===== src/rtl/fu_issue_arbiter_pkg.sv =====
// Shared widths and the issue-op record for the out-of-order issue path.
package ooo_pkg;
  localparam int ROB_IDX_W = 4;
  localparam int INSTR_W   = 16;
  localparam int DATA_W    = 16;

  typedef struct packed {
    logic [ROB_IDX_W-1:0] idx;
    logic [INSTR_W-1:0]   instr;
    logic [DATA_W-1:0]    val1;
    logic [DATA_W-1:0]    val2;
  } issue_op_t;
endpackage


===== src/rtl/fu_issue_arbiter_if.sv =====
// RS-array and FU-stage-1 handshake bundle; slave is the arbiter side, master the RS/FU side.
interface fu_issue_arbiter_if
  import ooo_pkg::*;
#(
  parameter int NUM_RS = 4
);
  logic [NUM_RS-1:0]           rs_req;
  logic [NUM_RS-1:0]           rs_busy;
  logic [NUM_RS-1:0]           rs_valid;
  logic [NUM_RS*ROB_IDX_W-1:0] rs_instr_index;
  logic [NUM_RS*INSTR_W-1:0]   rs_instr_full;
  logic [NUM_RS*DATA_W-1:0]    rs_val1;
  logic [NUM_RS*DATA_W-1:0]    rs_val2;
  logic                        fu_valid;
  logic                        fu_ready;
  logic [ROB_IDX_W-1:0]        fu_instr_index;
  logic [INSTR_W-1:0]          fu_instr_full;
  logic [DATA_W-1:0]           fu_val1;
  logic [DATA_W-1:0]           fu_val2;

  modport master (
    output rs_req, rs_valid, rs_instr_index, rs_instr_full, rs_val1, rs_val2, fu_ready,
    input  rs_busy, fu_valid, fu_instr_index, fu_instr_full, fu_val1, fu_val2
  );

  modport slave (
    input  rs_req, rs_valid, rs_instr_index, rs_instr_full, rs_val1, rs_val2, fu_ready,
    output rs_busy, fu_valid, fu_instr_index, fu_instr_full, fu_val1, fu_val2
  );
endinterface


===== src/rtl/fu_issue_arbiter_rr.sv =====
// Combinational round-robin pick: first request at or after ptr, cyclically; zero latency, no backpressure.
module rr_arbiter #(
  parameter  int N    = 4,
  localparam int ID_W = $clog2(N)
) (
  input  logic [N-1:0]    req,
  input  logic [ID_W-1:0] ptr,
  output logic [N-1:0]    gnt_onehot,
  output logic [ID_W-1:0] gnt_id,
  output logic            any
);
  always_comb begin
    gnt_onehot = '0;
    gnt_id     = '0;
    any        = 1'b0;
    for (int k = 0; k < N; k++) begin
      if (!any && req[(int'(ptr) + k) % N]) begin
        any                               = 1'b1;
        gnt_id                            = ID_W'((int'(ptr) + k) % N);
        gnt_onehot[(int'(ptr) + k) % N]   = 1'b1;
      end
    end
  end
endmodule


===== src/rtl/fu_issue_arbiter.sv =====
// Shares one pipelined FU among NUM_RS stations; RS valid reaches fu_valid 1 cycle later, FIFO holds while !fu_ready.
// Grants stop once buffered + in-flight ops would fill the FIFO. ISSUE_ARB_PERF_EN adds grant/stall counters.
module fu_issue_arbiter
  import ooo_pkg::*;
#(
  parameter int NUM_RS    = 4,
  parameter int BUF_DEPTH = 3
) (
  input  logic              clk,
  input  logic              rst_n,
  input  logic              flush,
  fu_issue_arbiter_if.slave bus,
  output logic              protocol_err
`ifdef ISSUE_ARB_PERF_EN
  ,
  output logic [15:0]       perf_grants,
  output logic [15:0]       perf_stalls
`endif
);
  localparam int ID_W  = $clog2(NUM_RS);
  localparam int PTR_W = $clog2(BUF_DEPTH);
  localparam int CNT_W = $clog2(BUF_DEPTH + 1);

  logic [ID_W-1:0]   rr_ptr, last_id, win_id;
  logic [NUM_RS-1:0] win_onehot, rs_busy_q, exp_mask;
  logic              win_any, grant, inflight, flush_d;
  logic              ignore_in, legal_vld, stray, multi, full, overflow, push, pop, err;
  logic              fu_valid_q, protocol_err_q;
  issue_op_t         mem [BUF_DEPTH];
  issue_op_t         in_op, head_op_n, fu_op_q;
  logic [PTR_W-1:0]  head, tail, head_n;
  logic [CNT_W-1:0]  count, count_n;

  function automatic logic [PTR_W-1:0] ptr_inc(input logic [PTR_W-1:0] p);
    return (int'(p) == BUF_DEPTH - 1) ? '0 : p + 1'b1;
  endfunction

  function automatic logic [ID_W-1:0] id_inc(input logic [ID_W-1:0] p);
    return (int'(p) == NUM_RS - 1) ? '0 : p + 1'b1;
  endfunction

  rr_arbiter #(.N(NUM_RS)) u_rr (
    .req        (bus.rs_req),
    .ptr        (rr_ptr),
    .gnt_onehot (win_onehot),
    .gnt_id     (win_id),
    .any        (win_any)
  );

  // Reserve a slot for the op still in flight so a legal push can never overflow.
  assign grant = !flush && win_any && (int'(count) + int'(inflight) <= BUF_DEPTH - 1);

  assign exp_mask  = inflight ? ~rs_busy_q : '0;
  assign ignore_in = flush || flush_d;
  assign legal_vld = inflight && bus.rs_valid[last_id];
  assign stray     = |(bus.rs_valid & ~exp_mask);
  assign multi     = !$onehot0(bus.rs_valid);
  assign pop       = fu_valid_q && bus.fu_ready;
  assign full      = (int'(count) == BUF_DEPTH);
  assign overflow  = legal_vld && full && !pop;
  assign push      = !ignore_in && legal_vld && !overflow;
  assign err       = !ignore_in && (stray || multi || overflow);

  always_comb begin
    in_op.idx   = bus.rs_instr_index[last_id*ROB_IDX_W +: ROB_IDX_W];
    in_op.instr = bus.rs_instr_full[last_id*INSTR_W +: INSTR_W];
    in_op.val1  = bus.rs_val1[last_id*DATA_W +: DATA_W];
    in_op.val2  = bus.rs_val2[last_id*DATA_W +: DATA_W];
  end

  // Next head entry: an empty FIFO's head slot is the one being written this cycle.
  always_comb begin
    head_n = pop ? ptr_inc(head) : head;
    case ({push, pop})
      2'b10:   count_n = count + 1'b1;
      2'b01:   count_n = count - 1'b1;
      default: count_n = count;
    endcase
    head_op_n = (push && head_n == tail) ? in_op : mem[head_n];
  end

  always_ff @(posedge clk) begin
    if (push) mem[tail] <= in_op;
  end

  always_ff @(posedge clk or negedge rst_n) begin
    if (!rst_n) begin
      rr_ptr         <= '0;
      last_id        <= '0;
      inflight       <= 1'b0;
      flush_d        <= 1'b0;
      rs_busy_q      <= '1;
      head           <= '0;
      tail           <= '0;
      count          <= '0;
      fu_valid_q     <= 1'b0;
      fu_op_q        <= '0;
      protocol_err_q <= 1'b0;
    end else begin
      flush_d   <= flush;
      inflight  <= grant;
      rs_busy_q <= grant ? ~win_onehot : '1;
      if (err) protocol_err_q <= 1'b1;
      if (grant) begin
        rr_ptr  <= id_inc(win_id);
        last_id <= win_id;
      end
      if (flush) begin
        head       <= '0;
        tail       <= '0;
        count      <= '0;
        fu_valid_q <= 1'b0;
      end else begin
        if (push) tail <= ptr_inc(tail);
        head       <= head_n;
        count      <= count_n;
        fu_valid_q <= (count_n != '0);
        if (count_n != '0) fu_op_q <= head_op_n;
      end
    end
  end

  assign bus.rs_busy        = rs_busy_q;
  assign bus.fu_valid       = fu_valid_q;
  assign bus.fu_instr_index = fu_op_q.idx;
  assign bus.fu_instr_full  = fu_op_q.instr;
  assign bus.fu_val1        = fu_op_q.val1;
  assign bus.fu_val2        = fu_op_q.val2;
  assign protocol_err       = protocol_err_q;

`ifdef ISSUE_ARB_PERF_EN
  always_ff @(posedge clk or negedge rst_n) begin
    if (!rst_n) begin
      perf_grants <= '0;
      perf_stalls <= '0;
    end else if (flush) begin
      perf_grants <= '0;
      perf_stalls <= '0;
    end else begin
      if (grant && perf_grants != '1) perf_grants <= perf_grants + 1'b1;
      if (win_any && !grant && perf_stalls != '1) perf_stalls <= perf_stalls + 1'b1;
    end
  end
`endif
endmodule


===== src/flat_wrapper.sv =====
// flat-port wrapper written by rule: the top's interface ports become plain ports
module fu_issue_arbiter_flat import ooo_pkg::*;
#(
  parameter int NUM_RS    = 4,
  parameter int BUF_DEPTH = 3
)
  (clk, rst_n, flush, protocol_err, bus_rs_req, bus_rs_valid, bus_rs_instr_index, bus_rs_instr_full, bus_rs_val1, bus_rs_val2, bus_fu_ready, bus_rs_busy, bus_fu_valid, bus_fu_instr_index, bus_fu_instr_full, bus_fu_val1, bus_fu_val2);
  fu_issue_arbiter_if #(.NUM_RS(NUM_RS)) bus_i ();
  input  logic clk;
  input  logic rst_n;
  input  logic flush;
  output logic protocol_err;
  input wire logic [$bits(bus_i.rs_req)-1:0] bus_rs_req;
  input wire logic [$bits(bus_i.rs_valid)-1:0] bus_rs_valid;
  input wire logic [$bits(bus_i.rs_instr_index)-1:0] bus_rs_instr_index;
  input wire logic [$bits(bus_i.rs_instr_full)-1:0] bus_rs_instr_full;
  input wire logic [$bits(bus_i.rs_val1)-1:0] bus_rs_val1;
  input wire logic [$bits(bus_i.rs_val2)-1:0] bus_rs_val2;
  input wire logic [$bits(bus_i.fu_ready)-1:0] bus_fu_ready;
  output wire logic [$bits(bus_i.rs_busy)-1:0] bus_rs_busy;
  output wire logic [$bits(bus_i.fu_valid)-1:0] bus_fu_valid;
  output wire logic [$bits(bus_i.fu_instr_index)-1:0] bus_fu_instr_index;
  output wire logic [$bits(bus_i.fu_instr_full)-1:0] bus_fu_instr_full;
  output wire logic [$bits(bus_i.fu_val1)-1:0] bus_fu_val1;
  output wire logic [$bits(bus_i.fu_val2)-1:0] bus_fu_val2;
  assign bus_i.rs_req = bus_rs_req;
  assign bus_i.rs_valid = bus_rs_valid;
  assign bus_i.rs_instr_index = bus_rs_instr_index;
  assign bus_i.rs_instr_full = bus_rs_instr_full;
  assign bus_i.rs_val1 = bus_rs_val1;
  assign bus_i.rs_val2 = bus_rs_val2;
  assign bus_i.fu_ready = bus_fu_ready;
  assign bus_rs_busy = bus_i.rs_busy;
  assign bus_fu_valid = bus_i.fu_valid;
  assign bus_fu_instr_index = bus_i.fu_instr_index;
  assign bus_fu_instr_full = bus_i.fu_instr_full;
  assign bus_fu_val1 = bus_i.fu_val1;
  assign bus_fu_val2 = bus_i.fu_val2;
  fu_issue_arbiter #(.NUM_RS(NUM_RS), .BUF_DEPTH(BUF_DEPTH)) u_core (.clk(clk), .rst_n(rst_n), .flush(flush), .bus(bus_i), .protocol_err(protocol_err));
endmodule

===== config.mk =====
export PLATFORM = sky130hd
export DESIGN_NAME = fu_issue_arbiter_flat
export DESIGN_NICKNAME = d
export VERILOG_FILES = /design/src/rtl/fu_issue_arbiter_pkg.sv /design/src/rtl/fu_issue_arbiter_if.sv /design/src/rtl/fu_issue_arbiter_rr.sv /design/src/rtl/fu_issue_arbiter.sv /design/src/flat_wrapper.sv
export SDC_FILE = /design/constraint.sdc
export NUM_CORES = 1
export LEC_CHECK = 0
export BUFFER_PORTS_ARGS = -buffer_cell sky130_fd_sc_hd__buf_2
export CAP_MARGIN = 20
export CORE_UTILIZATION = 45
export DETAILED_ROUTE_END_ITERATION = 8
export PLACE_DENSITY_LB_ADDON = 0.25
export SYNTH_ARGS = -nofsm -noshare
export SYNTH_HDL_FRONTEND = slang
export SYNTH_SLANG_ARGS = --single-unit

===== constraint.sdc =====
create_clock -name clk -period 9.5 [get_ports clk]
set_clock_uncertainty 0.05 [all_clocks]
set_input_delay 0.95 -clock clk [delete_from_list [all_inputs] [get_ports clk]]
set_output_delay 0.95 -clock clk [all_outputs]
set_load 0.01 [all_outputs]

==> key figures, run 1 <==
Power and ir drop
  – Seq pwr share: 39.4%
  – Tot Pwr: 3710 µW
  – LEAKAGE: 0.00560 µW
  – Gate power share: 34.7%
  – Clk pwr share: 25.9%
  – Sw power: 1180 µW
  – Maximum vdd drop: 0.177 mV
  – Pwr/cell area: 280 nW/µm²
  – Switching share of power: 31.8%
  – Internal power: 2530 µW

Place
  – Gpl congestion: 0.752
  – Placement Cell Area: 12400 µm²
  – Dpl hpwl: 14.4 mm
  – Place WS: 5510 ps
  – I/O Buffers: 277

Floorplanning
  – CORE AREA: 23500 µm²
  – Total die area: 24500 µm²
  – Rows: 56
  – Die W: 157 µm
  – Initial core utilization: 45.8%
  – I/O pins: 278
  – Die height: 157 µm

Final layout
  – Fill count: 1944
  – Post-route cell area: 13300 µm²
  – Storage element area: 6450 µm²
  – Area of the multi-input gates: 4050 µm²
  – Area Growth Syn to Fin: 23.4%
  – Layout cells sized above 1: 38.3%
  – Final nets: 1270

STA
  – Final Critical Period: 3780 ps
  – Slew headroom: 35.1%
  – Worst slew pin tran: 971 ps
  – Final TNS setup: 0 ps
  – Count of final hold-check violations: 0
  – F_max: 265 MHz
  – Max-slew violations: 0
  – RSZ-0062 raised after global routing: no
  – Final setup margin: 5720 ps
  – Setup violations, final: 0
  – Final period util: 39.8%

Worst setup path
  – Worst-path fanout max: 72
  – Crit path DAT: 4160 ps
  – Buf/Inv on CP: 1
  – CP delay by family, top: multiplexers
  – Crit Path Class: register to register
  – Startpoint Class: register
  – Worst EP required: 9880 ps
  – Crit path capture type: register
  – CP max stage cell: dfrtp_4
  – Worst-path cell chain: mux4_2 -> and3_4 -> mux2_4 -> a21oi_4 -> buf_4 -> nor2_1 -> a31oi_1
  – Slowest stage delay, CP: 760 ps

Hold path
  – Hold crit path type: input pin to async pin

Clocking
  – Clock Tree Buf Depth: 3
  – Worst-Skew Late Latency: 510 ps
  – TritonCTS clock tree: built
  – # clock sinks: 226
  – Num CTS Buffers: 24
  – Clk slew on worst S/H paths: 60 ps
  – PostCTS Resize Cnt: 0
  – Setup Fix Bufs, Post-CTS: 0
  – CTS H-Tree Depth: 1
  – CTS Hold Buffers Added: 0
  – Clk root buf: clkbuf_16

Detailed routing
  – DRT iter0 DRCs: 324
  – TritonRoute pass-1 iters: 7
  – Post-DRT Antenna Nets: 0
  – Routed wire per std cell: 17.0 µm
  – Vias per inst: 5.41
  – Via total after detailed routing: 7416
  – Drt total wl: 23.3 mm
  – # DRC: 0

Logic synthesis
  – Mapped Area: 10700 µm²
  – Yosys reg bits: 226
  – Top post-synthesis cells by area: edfxtp_1, dfrtp_1, mux4_2, mux2i_1, a211o_1
  – Asr flop ratio synth: 31.0%
  – Post-Syn Nets: 1009
  – Post-synthesis sequential area ratio: 60.0%
  – Post-synth EDFFs: 156
  – Warnings, synthesis: 0
  – Share of the synthesized area in the top cell type: 43.6%
  – Synth unique cells: 51
  – Avg Inst Size Synth: 13.9 µm²
  – Post-synth top area cell: edfxtp_1
  – Cell count after synthesis: 774
  – Top FF cell, synth: edfxtp_1

Global route
  – Busiest grt layer: met2
  – Initial antenna violation count: 1
  – Grt ovf: 0
  – Met2 Resource Use GR: 33.3%
  – Total GRT Usage: 19.0%
  – Vias in the first global route: 7062
  – Global-route wire length before repair: 36.6 mm
  – Met1 Usage GRT: 24.6%
  – Met3 GRT Util: 3.16%
  – Largest net degree at the start of global routing: 105

Run status
  – Status: finished, final reports clean

Run
  – Max-capacitance violation count: 0
==> power groups by stage <==
stage	combinational (µW)	clock [µW]	sequential, µW
5_1_grt	1420	1020	1490
3_5_place_dp	1300	0	1490
6_report	1290	960	1460
3_3_place_gp	1270	0	1490
4_1_cts	1310	981	1470
2_1_floorplan	907	0	1490
==> worst reg2reg max path: cells and delay by family, from the launching register on <==
family                 cells  cell delay, ps
flip-flops                 1             760
AO/OA/AOI/OAI              2             880
AND/OR/NAND/NOR            2             360
buffers and inverters      1             750
multiplexers               2             900
==> cell usage after synthesis (all sizes together), types with 2 or more instances <==
library cell / instances
edfxtp: 156
nor2: 118
dfrtp: 66
nand2: 62
mux4: 57
mux2i: 55
a211o: 53
a31oi: 52
buf: 34
clkbuf: 23
ha: 14
a21oi: 12
o21ai: 12
a22oi: 8
inv: 8
mux2: 5
dfstp: 4
o22ai: 4
nand4: 3
nor3: 3
a21boi: 2
or2: 2
xor2: 2
==> area by class of cell <==
cell class / count / share of cell area, %
Sequential cell: 226 / 48.6
Multi-Input combinational cell: 483 / 30.5
Timing Repair Buffer: 292 / 11.5
Clock buffer: 32 / 4.99
Tap cell: 319 / 3.01
Clock inverter: 10 / 1.10
Inverter: 8 / 0.226
Antenna cell: 1 / 0.0189
==> layer usage <==
layer / share of wire, % / vias up
met5: 0 / -
met4: 1.8 / 0
met3: 5.0 / 28
met2: 50 / 203
met1: 43 / 3685
li1: - / 3500
==> cells in the final DEF, fill, tap and decap left out, types with 2 or more instances in the layout <==
master,instances
inv_1,8
clkbuf_16,25
a22oi_1,8
nand2_1,61
nor3_2,2
nand4_1,3
a21oi_1,11
buf_2,276
o22ai_1,4
dfrtp_1,64
clkbuf_1,6
bufinv_16,4
nor2_1,118
buf_12,2
a31oi_1,52
xor2_1,2
o21ai_0,12
mux2_2,3
ha_1,14
a211o_1,53
mux4_2,57
dfstp_2,4
clkinv_2,3
mux2i_1,54
buf_4,14
edfxtp_1,156
clkinv_1,3
==> sequential cells by signal (all words and copies together) (netlist names), named ones only <==
name	flops
u_core.bus.fu_val1	16
u_core.last_id	2
u_core.protocol_err	1
u_core.bus.fu_instr_index	4
u_core.flush_d	1
u_core.bus.fu_instr_full	16
u_core.tail	2
u_core.count	2
u_core.mem	156
u_core.head	2
u_core.bus.rs_busy	4
u_core.rr_ptr	1
u_core.bus.fu_valid	1
u_core.bus.fu_val2	16
u_core.inflight	1
==> kinds of logic (layout without fill, tap and decap cells) <==
| family | Yosys count | in the layout | synth area share, % |
|---|---|---|---|
| AOI/OAI and AO/OA | 151 | 151 | 10.1 |
| other | 0 | 1 | 0 |
| DFF | 226 | 226 | 60.0 |
| and+or+nand+nor | 198 | 198 | 7.44 |
| muxes | 117 | 117 | 17.6 |
| adders and majority gates | 15 | 15 | 1.82 |
| xor gates and xnor gates | 2 | 2 | 0.163 |
| buffers and inverters | 65 | 342 | 2.88 |
==> path summary, 6_finish.rpt <==
check                      cells past startpoint  slack (ps)                                       end                       startpoint
setup / recovery                               7        5720   u_core.bus.fu_instr_full[9]$_DFFE_PN0P_    u_core.last_id[0]$_DFFE_PN0P_
hold / removal                                 1         360  u_core.bus.fu_instr_full[11]$_DFFE_PN0P_                            rst_n
setup reg to reg                               7        5720   u_core.bus.fu_instr_full[9]$_DFFE_PN0P_    u_core.last_id[0]$_DFFE_PN0P_
hold reg to reg                                1         420           u_core.protocol_err$_DFFE_PN0P_  u_core.protocol_err$_DFFE_PN0P_
max in group asynchronous                      2        8450         u_core.bus.fu_val2[9]$_DFFE_PN0P_                            rst_n
min in group clk                               1         420           u_core.protocol_err$_DFFE_PN0P_  u_core.protocol_err$_DFFE_PN0P_
==> per-stage QoR <==
step	hold WS, ps	instances	util, %
after floorplan	458	774	-
after global placement	411	1326	52.9
final	357	1371	56.5
after detailed placement	415	1326	52.9
after global routing	383	1370	56.5
after CTS	432	1368	56.3
Note: power is estimated with default switching activity, not from simulation.
==> run 2, diff against run 1 <==
clock period = 3.1 ns   (was 9.5 ns; I/O delays follow)
==> key figures, run 2 (synthesis gave the netlist of run 1 again) <==
Detailed routing
  – Post-DRT Antenna Nets: 0
  – # DRC: 0
  – Via total after detailed routing: 7435
  – Routed wire per std cell: 17.2 µm
  – Drt total wl: 23.7 mm
  – TritonRoute pass-1 iters: 5
  – DRT iter0 DRCs: 360
  – Vias per inst: 5.40

Worst setup path
  – Crit path DAT: 2940 ps
  – Worst-path fanout max: 7
  – Worst-path cell chain: inv_1 -> ha_1 -> mux4_2 -> and2b_1 -> a2111oi_0 -> a211o_1 -> mux2_2 -> a21oi_1
  – Crit path capture type: register
  – Buf/Inv on CP: 1
  – R2r endpoint: u_core.rr_ptr[1]$_DFFE_PN0P_
  – Crit Path Class: register to register
  – Worst EP required: 3470 ps
  – Slowest stage delay, CP: 420 ps
  – Startpoint Class: register
  – CP Depth: 8
  – Critical Path Sink: u_core.rr_ptr[1]$_DFFE_PN0P_
  – CP max stage cell: ha_1
  – R2R setup slack: 530 ps
  – CP delay by family, top: multiplexers
  – FF-to-FF path depth: 8

STA
  – Final setup margin: 527 ps
  – Final Critical Period: 2570 ps
  – Final period util: 83.0%
  – Max-slew violations: 0
  – F_max: 389 MHz
  – Worst slew pin tran: 779 ps
  – RSZ-0062 raised after global routing: no
  – Setup violations, final: 0
  – Slew headroom: 48.1%
  – Count of final hold-check violations: 0
  – Hold WS: 199 ps

Clocking
  – Clock Tree Buf Depth: 3
  – Clk slew on worst S/H paths: 60 ps
  – CTS H-Tree Depth: 1
  – TritonCTS clock tree: built
  – Worst-Skew Late Latency: 510 ps
  – Num CTS Buffers: 23
  – # clock sinks: 226
  – Clk root buf: clkbuf_16
  – PostCTS Resize Cnt: 0

Final layout
  – Most frequent cells in the layout: buf_2, edfxtp_1, nor2_1
  – Layout cells sized above 1: 38.7%
  – Area Growth Syn to Fin: 23.8%
  – Fill count: 1971
  – Biggest register: u_core.mem
  – # diodes: 0
  – Commonest non-fill, non-tap cell in the layout: buf_2
  – Storage element area: 6450 µm²
  – Max reg flops: 156
  – Final nets: 1277
  – Area of the multi-input gates: 4070 µm²

Power and ir drop
  – Tot Pwr: 11300 µW
  – Maximum vdd drop: 0.532 mV
  – Pwr/cell area: 848 nW/µm²
  – LEAKAGE: 0.00561 µW

Global route
  – Total GRT Usage: 19.5%
  – Grt ovf: 0
  – Initial antenna violation count: 1
  – Vias in the first global route: 7148
  – Largest net degree at the start of global routing: 71
  – Global-route wire length before repair: 37.3 mm

Run
  – Max-capacitance violation count: 0

Run status
  – Status: finished, final reports clean

Floorplanning
  – I/O pins: 278
  – CORE AREA: 23500 µm²
  – Rows: 56
  – Die height: 157 µm
  – Initial core utilization: 45.8%
  – Total die area: 24500 µm²
  – Die W: 157 µm

Place
  – I/O Buffers: 277
  – Gpl congestion: 0.821
  – Dpl hpwl: 15.3 mm
  – Place WS: 530 ps

Hold path
  – Hold crit path type: input pin to register
==> run 2: how the worst min path moves through the flow <==
stage | startpoint | to | slack, ps | cells after the start
after floorplan | rst_n | async pin | -40 | 0
after global placement | rst_n | u_core.bus.fu_instr_full[5]$_DFFE_PN0P_ | 250 | 1
after detailed placement | rst_n | u_core.bus.fu_instr_full[3]$_DFFE_PN0P_ | 250 | 1
after CTS | bus_rs_val2[10] | u_core.mem[1][10]$_DFFE_PP_ | 190 | 2
after global routing | bus_rs_val2[12] | u_core.mem[2][12]$_DFFE_PP_ | 200 | 2
final | bus_rs_val2[10] | u_core.mem[1][10]$_DFFE_PP_ | 200 | 2
==> run 2: timing repair <==
| item | CTS | global route |
|---|---|---|
| endpoints found under the hold margin | 28 | 0 |
| hold buffers | 2 | 0 |
| setup buffers | 0 | 0 |
==> run 2: worst register-to-register path: stages (launching register included) <==
cell and delay [ps]:
dfrtp_1 340, inv_1 120, ha_1 420, mux4_2 400
and2b_1 320, a2111oi_0 100, a211o_1 320, mux2_2 270
a21oi_1 150
==> run 2: report_power, final <==
group / switching [µW] / internal, µW / total, µW
logic: 2270 / 1890 / 4160
clock network: 1110 / 1650 / 2760
registers: 267 / 4090 / 4350
==> run 2: layout make-up <==
class / instances / share of cell area [%]
clock buffers: 30 / 4.60
clock inverters: 12 / 1.05
inverters: 8 / 0.226
multi-input cells: 483 / 30.6
flip-flops and latches: 226 / 48.5
well taps: 319 / 3.00
repair buffers: 300 / 12.1
==> run 2: stage by stage <==
stage	TNS [ps]	instance area (µm²)	instances	utilization (%)
after global routing	0	13300	1378	56.6
after CTS	0	13300	1378	56.6
final	0	13300	1378	56.6
after floorplan	-90310	10800	774	-
after detailed placement	0	12500	1334	53.4
after global placement	0	12500	1334	53.4
==> run 2: layer usage <==
metal	vias to the layer above	part of all wire (%)	GRT usage, %
met2	237	50	33.8
met5	-	0.055	0
met1	3660	43	26.2
li1	3515	-	-
met3	21	5.8	2.82
met4	2	1.0	4.15
==> run 3, diff against run 2 <==
ABC_AREA = 1   (was default)
clock period = 2.6 ns   (was 3.1 ns; I/O delays follow)
==> key figures, run 3 <==
Logic synthesis
  – Top-count cell post-synth: nand2_1
  – Share of the synthesized area in the top cell type: 41.6%
  – Post-synth top cells: nand2_1, nor2_1, edfxtp_1, nand3_1, o21ai_0
  – Asr flop ratio synth: 31.0%
  – Warnings, synthesis: 0
  – Post-synth top area cell: edfxtp_1
  – Yosys reg bits: 226
  – Mapped Area: 11300 µm²
  – Top FF cell, synth: edfxtp_1
  – Synth unique cells: 37
  – Top post-synthesis cells by area: edfxtp_1, dfrtp_1, nand2_1, nand3_1, nor2_1
  – Post-synth EDFFs: 156
  – Cell count after synthesis: 1270
  – Post-synthesis sequential area ratio: 57.2%
  – Avg Inst Size Synth: 8.87 µm²
  – Post-Syn Nets: 1505

Clocking
  – Worst-Skew Late Latency: 510 ps
  – CTS H-Tree Depth: 1
  – Clk slew on worst S/H paths: 60 ps
  – Num CTS Buffers: 24
  – Clk root buf: clkbuf_16
  – TritonCTS clock tree: built
  – # clock sinks: 226
  – Clock Tree Buf Depth: 3

Worst setup path
  – Startpoint Class: register
  – CP max stage cell: nor2_4
  – Most frequent CP cell: nand2_1
  – Worst-path cell chain: nand2_2 -> nand2_1 -> o21ai_4 -> xor2_1 -> nor2_4 -> buf_4 -> nand3_1 -> nand2_1 -> nand2_1 -> nand2_1
  – R2R setup slack: 140 ps
  – Worst EP required: 2990 ps
  – FF-to-FF path depth: 10
  – Crit path capture type: register
  – Crit path DAT: 2850 ps
  – Origin of the critical flop-to-flop path: u_core.bus.fu_valid$_DFF_PN0_
  – Slowest stage delay, CP: 540 ps
  – R2r endpoint: u_core.bus.fu_val1[11]$_DFFE_PN0P_
  – Buf/Inv on CP: 1
  – Worst-path fanout max: 31
  – CP delay by family, top: simple AND/OR/NAND/NOR gates
  – Crit Path Class: register to register

STA
  – F_max: 406 MHz
  – Setup violations, final: 0
  – Count of final hold-check violations: 0
  – Final period util: 94.6%
  – Max-slew violations: 0
  – Worst slew pin tran: 680 ps
  – Final Critical Period: 2460 ps
  – Slew headroom: 54.6%
  – RSZ-0062 raised after global routing: no

Detailed routing
  – DRT iter0 DRCs: 574
  – TritonRoute pass-1 iters: 6
  – Drt total wl: 31.1 mm
  – Post-DRT Antenna Nets: 0
  – Vias per inst: 5.38
  – Via total after detailed routing: 10000
  – Routed wire per std cell: 16.7 µm
  – # DRC: 0

Final layout
  – # diodes: 0
  – Final nets: 1753
  – Layout Cells excl Fill: 1860
  – Final core occ: 56.5%
  – Biggest register: u_core.mem
  – Max reg flops: 156
  – Layout cells sized above 1: 24.1%
  – Area Growth Syn to Fin: 22.7%
  – Most frequent cells in the layout: nand2_1, buf_2, nor2_1
  – Commonest non-fill, non-tap cell in the layout: nand2_1

Run status
  – Status: finished, final reports clean

Power and ir drop
  – Switching share of power: 42.4%
  – Clk pwr share: 20.5%
  – Internal power: 9430 µW
  – LEAKAGE: 0.00617 µW
  – Gate power share: 46.5%
  – Seq pwr share: 33.0%
  – Sw power: 6960 µW
  – Pwr/cell area: 1190 nW/µm²
  – Maximum vdd drop: 0.707 mV

Place
  – Placed cells: 1813
  – I/O Buffers: 277
  – Dpl hpwl: 19.7 mm
  – Gpl congestion: 0.765

Global route
  – Initial antenna violation count: 0
  – Met3 GRT Util: 4.00%
  – Global-route wire length before repair: 48.8 mm
  – Total GRT Usage: 24.1%
  – Largest net degree at the start of global routing: 106
  – Grt ovf: 0
  – Busiest grt layer: met2
  – Met2 Resource Use GR: 42.0%
  – Vias in the first global route: 9425
  – Met1 Usage GRT: 30.9%

Floorplanning
  – Rows: 57
  – Die W: 160 µm
  – I/O pins: 278
  – Die height: 160 µm
  – Total die area: 25700 µm²
  – Initial core utilization: 46.1%
  – CORE AREA: 24500 µm²

Hold path
  – HP Start: bus_rs_val1[5]
  – Hold Path Depth: 3
  – WHS Endpoint: u_core.mem[1][21]$_DFFE_PP_
  – Hold crit path type: input pin to register

Run
  – Max-capacitance violation count: 0
[run 3: cell types whose count changed after synthesis, moves of 24 or more]
cell     previous run  this run
o21ai_0            12       110
inv_1               8        32
o22ai_1             4        52
nand3_1             1       127
nand2_1            61       362
a211o_1            53         0
mux4_2             57         0
nor2_1            118       166
mux2i_1            55         0
[run 3: worst reg2reg max path, delay by kind of cell, from the launching register on]
| family | cells | cell delay (ps) |
|---|---|---|
| compound gates | 1 | 90 |
| flops | 1 | 390 |
| buf+inv | 1 | 470 |
| xor+xnor | 1 | 110 |
| simple gates | 7 | 1280 |
[run 3: logic make-up (layout without fill, tap and decap cells)]
group / count (synthesis) / count (layout) / synth area share [%]
AND/OR/NAND/NOR: 676 / 676 / 24.4
flip-flops: 226 / 226 / 57.2
XOR/XNOR: 2 / 2 / 0.155
AO/OA/AOI/OAI: 228 / 228 / 11.7
adder cells (fa/ha/maj): 15 / 15 / 1.73
buffers and inverters: 123 / 389 / 4.81
[run 3: final cells by class]
class / instances / area (µm²)
Fill cell: 2176 / 10600
Sequential cell: 226 / 6450
Multi-Input combinational cell: 921 / 4340
Timing Repair Buffer: 308 / 1710
Clock buffer: 29 / 651
Tap cell: 324 / 405
Inverter: 37 / 144
Clock inverter: 15 / 131
[run 3: what timing repair did]
action / CTS / global route
buffers inserted: 0 / 0
endpoints found under the hold margin: 37 / 0
endpoints found under the setup margin: 0 / 8
resized for setup: 0 / 1
hold buffers: 2 / 0
[run 3: how the worst max path moves through the flow]
stage | depth (start not counted) | startpoint | slack (ps) | endpoint
6_report | 10 | u_core.bus.fu_valid$_DFF_PN0_ | 140 | u_core.bus.fu_val1[11]$_DFFE_PN0P_
5_1_grt | 10 | u_core.bus.fu_valid$_DFF_PN0_ | 20 | u_core.bus.fu_instr_full[3]$_DFFE_PN0P_
4_1_cts | 12 | u_core.bus.fu_valid$_DFF_PN0_ | 130 | u_core.bus.fu_instr_full[15]$_DFFE_PN0P_
3_5_place_dp | 12 | u_core.bus.fu_valid$_DFF_PN0_ | 130 | u_core.bus.fu_instr_index[1]$_DFFE_PN0P_
3_3_place_gp | 12 | u_core.bus.fu_valid$_DFF_PN0_ | 200 | u_core.bus.fu_instr_full[15]$_DFFE_PN0P_
2_1_floorplan | 4 | u_core.flush_d$_DFF_PN0_ | -100 | u_core.mem[0][0]$_DFFE_PP_
[run 3: layer usage]
layer / part of all wire (%) / routed length, µm
met4: 2.2 / 678
met5: 0 / 0
met2: 48 / 15000
met3: 6.6 / 2050
met1: 43 / 13300
[run 3: through the flow]
stage	cell area [µm²]	hold WS [ps]	total power [µW]	TNS [ps]	setup WS (ps)
after floorplan	11300	-85.6	10700	-8540	-102
after global placement	13000	240	13000	0	201
after global routing	13800	213	17600	0	24.9
after CTS	13800	185	16500	0	131
final	13800	200	16400	0	139
after detailed placement	13000	245	13100	0	127
[run 3: power groups by stage]
| stage | combinational [µW] | sequential, µW | clock [µW] |
|---|---|---|---|
| 4_1_cts | 7650 | 5420 | 3410 |
| 5_1_grt | 8570 | 5470 | 3550 |
| 3_5_place_dp | 7620 | 5470 | 0 |
| 3_3_place_gp | 7490 | 5460 | 0 |
| 2_1_floorplan | 5090 | 5600 | 0 |
| 6_report | 7630 | 5410 | 3350 |
